[src/rtl/config_pkg.sv]
// Core configuration record shared by the frontend predictors.
package config_pkg;

    typedef struct packed {
        int unsigned VLEN;
        int unsigned INSTR_PER_FETCH;
        int unsigned GlobalPredictorSize;
        int unsigned GlobalPredictorHistBits;
    } cva6_cfg_t;

    localparam cva6_cfg_t cva6_cfg_empty = '{
        VLEN:                    32,
        INSTR_PER_FETCH:         2,
        GlobalPredictorSize:     1024,
        GlobalPredictorHistBits: 8
    };

endpackage

[src/rtl/gshare_bp_pkg.sv]
// Gshare predictor payload types, FSM encoding and counter arithmetic.
package gshare_bp_pkg;
    import config_pkg::*;

    localparam int unsigned GP_VLEN      = cva6_cfg_empty.VLEN;
    localparam int unsigned GP_IPF       = cva6_cfg_empty.INSTR_PER_FETCH;
    localparam int unsigned GP_ROW_BITS  = $clog2(cva6_cfg_empty.GlobalPredictorSize / GP_IPF);
    localparam int unsigned GP_HIST_BITS = cva6_cfg_empty.GlobalPredictorHistBits;
    localparam int unsigned GP_CTR_BITS  = 2;
    localparam int unsigned CTR_MAX_BITS = 4;

    typedef enum logic {
        ST_INIT = 1'b0,
        ST_RUN  = 1'b1
    } bp_state_e;

    typedef struct packed {
        logic [GP_ROW_BITS-1:0]  index;
        logic [GP_HIST_BITS-1:0] ghr;
        logic [GP_CTR_BITS-1:0]  ctr;
    } gshare_meta_t;

    typedef struct packed {
        logic               valid;
        logic [GP_VLEN-1:0] pc;
        logic               taken;
        gshare_meta_t       metadata;
    } gshare_update_t;

    typedef struct packed {
        logic         valid;
        logic         taken;
        gshare_meta_t metadata;
    } gshare_prediction_t;

    // Saturating +/-1 on a counter of 'bits' width, carried in a 4-bit container.
    function automatic logic [CTR_MAX_BITS-1:0] ctr_step(
        input logic [CTR_MAX_BITS-1:0] ctr,
        input logic                    up,
        input int unsigned             bits
    );
        logic [CTR_MAX_BITS-1:0] top;
        top = CTR_MAX_BITS'((32'd1 << bits) - 32'd1);
        if (up) begin
            return (ctr == top) ? ctr : ctr + 1'b1;
        end
        return (ctr == '0) ? ctr : ctr - 1'b1;
    endfunction

endpackage

[src/rtl/gshare_ctr_ram.sv]
// One slot's counter bank: 1R1W, registered read, write-to-read forwarding.
module gshare_ctr_ram #(
    parameter int unsigned NR_ROWS  = 512,
    parameter int unsigned CTR_BITS = 2,
    localparam int unsigned AW      = $clog2(NR_ROWS)
) (
    input  logic                clk,
    input  logic                we,
    input  logic [AW-1:0]       waddr,
    input  logic [CTR_BITS-1:0] wdata,
    input  logic [AW-1:0]       raddr,
    output logic [CTR_BITS-1:0] rdata
);

    logic [CTR_BITS-1:0] mem [NR_ROWS];

    // Contents are defined by the init sweep, so no reset here.
    always_ff @(posedge clk) begin
        if (we) begin
            mem[waddr] <= wdata;
        end
        rdata <= (we && (waddr == raddr)) ? wdata : mem[raddr];
    end

endmodule

[src/rtl/gshare_bp.sv]
// Gshare branch predictor: PC^GHR indexed saturating counters, one bank per fetch slot.
module gshare_bp
    import config_pkg::*;
    import gshare_bp_pkg::*;
#(
    parameter cva6_cfg_t   CVA6Cfg          = cva6_cfg_empty,
    parameter type         bht_update_t     = gshare_update_t,
    parameter type         bht_prediction_t = gshare_prediction_t,
    parameter type         bp_metadata_t    = gshare_meta_t,
    parameter int unsigned NR_ENTRIES       = 1024,
    parameter int unsigned HIST_BITS        = 8,
    parameter int unsigned CTR_BITS         = 2
) (
    input  logic                                          clk_i,
    input  logic                                          rst_ni,
    input  logic                                          flush_bp_i,
    input  logic                                          debug_mode_i,
    input  logic [CVA6Cfg.VLEN-1:0]                       vpc_i,
    input  logic [1:0]                                    ghr_push_i,
    input  bht_update_t                                   bht_update_i,
    output bht_prediction_t [CVA6Cfg.INSTR_PER_FETCH-1:0] bht_prediction_o,
    output logic                                          ready_o
);

    localparam int unsigned IPF     = CVA6Cfg.INSTR_PER_FETCH;
    localparam int unsigned NR_ROWS = NR_ENTRIES / IPF;
    localparam int unsigned RB      = $clog2(NR_ROWS);
    localparam int unsigned OFF     = $clog2(IPF) + 1;
    localparam int unsigned SB      = (IPF > 1) ? $clog2(IPF) : 1;
    localparam logic [CTR_BITS-1:0] CTR_WNT  = CTR_BITS'((32'd1 << (CTR_BITS - 1)) - 32'd1);
    localparam logic [RB-1:0]       LAST_ROW = RB'(NR_ROWS - 1);

    bp_state_e             state_q, state_d;
    logic [RB-1:0]         cnt_q, cnt_d;
    logic [HIST_BITS-1:0]  ghr_q, ghr_d;
    logic                  ready_q;
    logic [RB-1:0]         index_q;
    logic [HIST_BITS-1:0]  ghr_lk_q;

    logic                  init_we;
    logic                  upd_we;
    logic                  mispredict;
    logic [SB-1:0]         upd_slot;
    logic [RB-1:0]         lookup_index;
    logic [RB-1:0]         waddr;
    logic [CTR_BITS-1:0]   wdata;
    logic [IPF-1:0]        bank_we;
    logic [CTR_BITS-1:0]   rdata [IPF];
    logic                  unused_bits;

    assign unused_bits  = ^{vpc_i, bht_update_i.pc};
    assign lookup_index = RB'(vpc_i >> OFF) ^ RB'(ghr_q);
    assign upd_slot     = (IPF > 1) ? SB'(bht_update_i.pc >> 1) : '0;
    assign mispredict   = bht_update_i.taken != bht_update_i.metadata.ctr[CTR_BITS-1];
    assign ready_o      = ready_q;

    // Sweep / run control and global history management.
    always_comb begin
        state_d = state_q;
        cnt_d   = cnt_q;
        ghr_d   = ghr_q;
        init_we = 1'b0;
        unique case (state_q)
            ST_INIT: begin
                init_we = 1'b1;
                if (flush_bp_i) begin
                    cnt_d = '0;
                    ghr_d = '0;
                end else if (cnt_q == LAST_ROW) begin
                    cnt_d   = '0;
                    state_d = ST_RUN;
                end else begin
                    cnt_d = cnt_q + 1'b1;
                end
            end
            ST_RUN: begin
                if (flush_bp_i) begin
                    cnt_d   = '0;
                    ghr_d   = '0;
                    state_d = ST_INIT;
                end else if (!debug_mode_i) begin
                    // A resolved mispredict rebuilds history and overrides any push.
                    if (bht_update_i.valid && mispredict) begin
                        ghr_d = HIST_BITS'({bht_update_i.metadata.ghr, bht_update_i.taken});
                    end else if (ghr_push_i[1]) begin
                        ghr_d = HIST_BITS'({ghr_q, ghr_push_i[0]});
                    end
                end
            end
            default: state_d = ST_INIT;
        endcase
    end

    always_ff @(posedge clk_i or negedge rst_ni) begin
        if (!rst_ni) begin
            state_q <= ST_INIT;
            cnt_q   <= '0;
            ghr_q   <= '0;
            ready_q <= 1'b0;
        end else begin
            state_q <= state_d;
            cnt_q   <= cnt_d;
            ghr_q   <= ghr_d;
            ready_q <= (state_d == ST_RUN);
        end
    end

    // Lookup metadata travels alongside the registered RAM read.
    always_ff @(posedge clk_i or negedge rst_ni) begin
        if (!rst_ni) begin
            index_q  <= '0;
            ghr_lk_q <= '0;
        end else begin
            index_q  <= lookup_index;
            ghr_lk_q <= ghr_q;
        end
    end

    // Counter write port: init sweep or a blind write of the carried counter.
    always_comb begin
        upd_we  = (state_q == ST_RUN) && bht_update_i.valid && !debug_mode_i;
        waddr   = init_we ? cnt_q : RB'(bht_update_i.metadata.index);
        wdata   = init_we ? CTR_WNT
                          : CTR_BITS'(ctr_step(CTR_MAX_BITS'(bht_update_i.metadata.ctr),
                                               bht_update_i.taken, CTR_BITS));
        bank_we = '0;
        for (int s = 0; s < IPF; s++) begin
            bank_we[s] = init_we || (upd_we && (upd_slot == SB'(s)));
        end
    end

    for (genvar s = 0; s < IPF; s++) begin : g_bank
        gshare_ctr_ram #(
            .NR_ROWS  (NR_ROWS),
            .CTR_BITS (CTR_BITS)
        ) i_ram (
            .clk   (clk_i),
            .we    (bank_we[s]),
            .waddr (waddr),
            .wdata (wdata),
            .raddr (lookup_index),
            .rdata (rdata[s])
        );
    end

    always_comb begin
        bp_metadata_t meta;
        for (int s = 0; s < IPF; s++) begin
            meta                         = '0;
            meta.index                   = index_q;
            meta.ghr                     = ghr_lk_q;
            meta.ctr                     = rdata[s];
            bht_prediction_o[s]          = '0;
            bht_prediction_o[s].valid    = ready_q;
            bht_prediction_o[s].taken    = rdata[s][CTR_BITS-1];
            bht_prediction_o[s].metadata = meta;
        end
    end

endmodule
[config.mk]
export PLATFORM = sky130hd
export DESIGN_NAME = gshare_bp
export DESIGN_NICKNAME = d
export VERILOG_FILES = /design/src/rtl/config_pkg.sv /design/src/rtl/gshare_bp_pkg.sv /design/src/rtl/gshare_ctr_ram.sv /design/src/rtl/gshare_bp.sv
export SDC_FILE = /design/constraint.sdc
export NUM_CORES = 2
export LEC_CHECK = 0
export BUFFER_PORTS_ARGS = -buffer_cell sky130_fd_sc_hd__buf_2
export CAP_MARGIN = 25
export CORE_MARGIN = 4
export CORE_UTILIZATION = 45
export DETAILED_ROUTE_END_ITERATION = 10
export GPL_TIMING_DRIVEN = 0
export PLACE_DENSITY = 0.63
export SYNTH_ARGS = -nofsm -noshare
export SYNTH_HDL_FRONTEND = slang
export SYNTH_SLANG_ARGS = --single-unit
[constraint.sdc]
create_clock -name clk_i -period 47.7 [get_ports clk_i]
set_clock_uncertainty 0.2 [all_clocks]
set_input_delay 9.54 -clock clk_i [delete_from_list [all_inputs] [get_ports clk_i]]
set_output_delay 9.54 -clock clk_i [all_outputs]
set_load 0.005 [all_outputs]
==> impl_summary.txt <==
----------------------------------------------------
[Clock network]
  TritonCTS clock tree ... yes
  TritonCTS buffer count ... approximately 210
  Clk sinks ... 2092
  Clk buf depth ... 3
  # hold bufs at CTS ... 0
  Number of instances resized during post-cts repair ... 0
  # H-tree levels ... 4
  CTS Root Cell ... clkbuf_16
  Worst-skew pair later-pin latency ... roughly 860 ps
  Clock Pin Slew Worst Setup and Hold Paths ... around 60 ps
  Buffer count from post-CTS setup fixing ... 0

[Critical path]
  CP max-delay cell ... nor4_1
  Critical path cell sequence ... buf_4, buf_4, buf_2, buf_2, mux4_2, nand2_1, nand3_1, a21oi_1, nor4_1, nand4b_1, a31oi_1, buf_4, buf_2
  Crit-path leading delay family ... buffers and inverters
  Required time of the critical path ... between 30000 and 40000 ps
  Element type at the critical path end ... output port
  Largest incremental delay on the critical path ... just over 900 ps
  Crit Path Max Fanout ... 10
  Element type at the critical path start ... register
  Worst Path Arrival ... 6890 ps
  Classification of the worst setup path ... reg2out
  Buf+Inv Stages, Crit Path ... 6

[Finish]
  Most frequent cells in the layout ... edfxtp_1, nor2_1, mux2i_1, mux4_2, clkbuf_16
  Most common library cell in the layout ignoring fill and taps ... edfxtp_1
  Signed area change from the synthesized netlist to the final layout ... 14.93%
  Final Non-Filler Cells ... about 8300
  Fraction of layout cells with a size suffix above 1 ... around a fifth
  Total number of nets in the final design ... between 5000 and 6000

[Yosys]
  Biggest area consumer among synthesized cells ... edfxtp_1
  Proportion of synthesized flip-flops having asynchronous set or reset ... about 1.7%
  Seq cells post-synth ... between 2000 and 2500
  Yosys warning count ... 0
  Distinct cell type count of the synthesized netlist ... 78
  Synth top area share ... a little under three quarters
  Syn Inst Count ... about 5200
  Post-synthesis sequential area ratio ... around 72%
  Netlist area before placement ... a little under 90000 µm²
  Net Count, Synth ... between 5000 and 6000
  Post-Syn Area per Cell ... ~17 µm²
  Ranking of synthesized cells by area ... edfxtp_1, mux4_2, nor2_1
  Number of flops mapped to enable cells by yosys ... 2048
  Leading register cell type out of synthesis ... edfxtp_1

[Outcome]
  Result of the run ... complete, no violations

[Power and ir drop]
  Max rail drop VDD ... roughly 0.033 mV
  Leakage ... about 33 nW
  Total power per unit cell area ... around 39 nW/µm²
  Total power ... slightly below 0.004 W

[STA]
  Pins Over Slew Limit ... 0
  Maximum clock frequency ... 0.06013 GHz
  Final hold violations ... 0
  Fraction of the cycle the final worst path needs ... a little over a third
  RSZ-0062 raised after global routing ... no
  Worst setup margin ... between 30000 and 40000 ps
  Setup-violating endpoint count in the final report ... 0
  Sum of negative setup slack ... 0 ps
  Final Hold Slack ... ~230 ps
  Pin slew with the least headroom to its limit ... 1318 ps
  Final min period ... roughly 17000 ps
  Worst slew margin ... 11.32%

[Route]
  DRT Pass-1 Iters ... 7
  Antenna-violating nets left ... 0
  Number of DRC markers in iteration 0 ... ~11000
  Wire per inst ... slightly above 40 µm
  Drt drc ... 0
  Vias per std cell ... between 6 and 7
  Detailed-route via count ... 55390
  Wire length reported by the detailed router ... around 340000 µm

[Floorplanning]
  Starting density of the core ... between 40 and 50%
  Area of the die ... roughly 200000 µm²
  I/O Pins ... 134
  Die height ... roughly 450 µm
  Floorplan row count ... 160
  Die boundary width ... between 400 and 500 µm
  Placeable core area ... approximately 190000 µm²

[Place]
  DP Wirelength ... 231700 µm
  Cells after DPL ... 7923
  Placer's final routability congestion estimate ... about 1
  Worst slack after detailed placement ... ~32000 ps
  Number of port buffers ... approximately 80

[Global routing]
  First-pass GRT wire length ... around 450000 µm
  Global route overflow ... 0
  Vias in the first global route ... about 53000
  Number of antenna violations at the first check in global routing ... 37
  GRT Overall Usage ... between 30% and 40%
  Maximum number of pins on one net before global-route repair ... 100

[Flow run]
  # Max-Cap Violations ... 0

[Min path]
  Type of the worst min-delay path ... reg2reg

----------------------------------------------------
-- stage by stage --
step,util (%),area (µm²)
finish,52.14,99380
CTS,52.08,99260
detailed placement,48.64,92690
global placement,47.22,90000
floorplan,-,86470
global route,52.11,99320
-- final timing paths --
kind                                 startpoint                               endpoint  slack, ps  cells after the start
max                                    register                   bht_prediction_o[40]      31070                     13
min                        ghr_q[7]$_DFFE_PN0P_                  ghr_lk_q[7]$_DFF_PN0_        230                      0
max reg2reg                   ready_o$_DFF_PN0_  g_bank[0].i_ram.mem[322][1]$_DFFE_PP_      43010                     12
min reg2reg                ghr_q[7]$_DFFE_PN0P_                  ghr_lk_q[7]$_DFF_PN0_        230                      0
max in group asynchronous                rst_ni                   cnt_q[2]$_DFFE_PN0P_      38230                      1
min in group asynchronous                rst_ni                   ghr_q[5]$_DFFE_PN0P_       8570                      1
-- layout make-up --
type,count,area (µm²)
clock inverters,125,1079
diodes,25,62.56
well taps,2511,3142
multi-input cells,2660,21390
inverters,14,52.55
clock buffers,255,5488
plain buffers,437,2648
flip-flops and latches,2092,62560
fillers,15350,91210
repair buffers,212,2957
-- Yosys cell counts (all sizes together) (5+ instances only) --
master and count:
nand3 21, nand2b 10, a21oi 90, a22oi 10, mux2i 349, o221ai 150
a222oi 9, or3 11, clkbuf 235, nor4 14, dfrtp 35, nand2 162
o31ai 7, a211oi 12, a221oi 13, a31oi 18, buf 202, dfxtp 9
o22ai 80, mux4 342, o32ai 6, mux2 52, nor3 57, inv 13
o2bb2ai 9, nor2 1080, nand4 8, or2 6, xor2 9, nand3b 11
o211ai 5, nor3b 6, and3 13, edfxtp 2048, o21ai 46
-- routing by layer --
layer  vias up  routed length [µm]  part of all wire (%)  global-route usage (%)
met1     28190              114800                    34                   42.46
met4        16               27430                   8.2                   22.57
met5         -                 108                 0.032                 0.04884
li1      21250                   -                     -                       -
met2      4770              141600                    42                   47.30
met3      1161               51630                    15                   13.30
-- report_power, final --
part | leakage (nW) | switching, W | total, W | internal [W]
combinational | 9.79 | 0.000177 | 0.000251 | 0.0000735
sequential | 20.4 | 0.00000138 | 0.00199 | 0.00199
clock | 3.20 | 0.000718 | 0.00162 | 0.000901
-- flip-flops by register name, summed over array words and instances (netlist names), named ones only --
register          flops
g_bank.i_ram.mem   2048
cnt_q                 9
ghr_q                 8
ghr_lk_q              8
ready_o               1
index_q               9
-- logic make-up (layout without fill, tap and decap cells) --
| group | Yosys count | in the layout | share of synthesized area [%] |
|---|---|---|---|
| flip-flops | 2092 | 2092 | 72.35 |
| AND/OR/NAND/NOR | 1420 | 1420 | 6.651 |
| multiplexers | 743 | 743 | 13.84 |
| AO/OA/AOI/OAI | 485 | 485 | 4.032 |
| buffers and inverters | 451 | 1043 | 3.003 |
| XOR/XNOR | 10 | 10 | 0.1013 |
| adder cells (fa/ha/maj) | 2 | 2 | 0.02894 |
| other | 0 | 25 | 0 |
-- worst reg2reg max path: cells and delay by family, from the launching register on --
family                 cells  cell delay (ps)
buffers and inverters     11             3200
AO/OA/AOI/OAI              1              680
flip-flops                 1              390
Note: power is estimated with default switching activity, not from simulation.
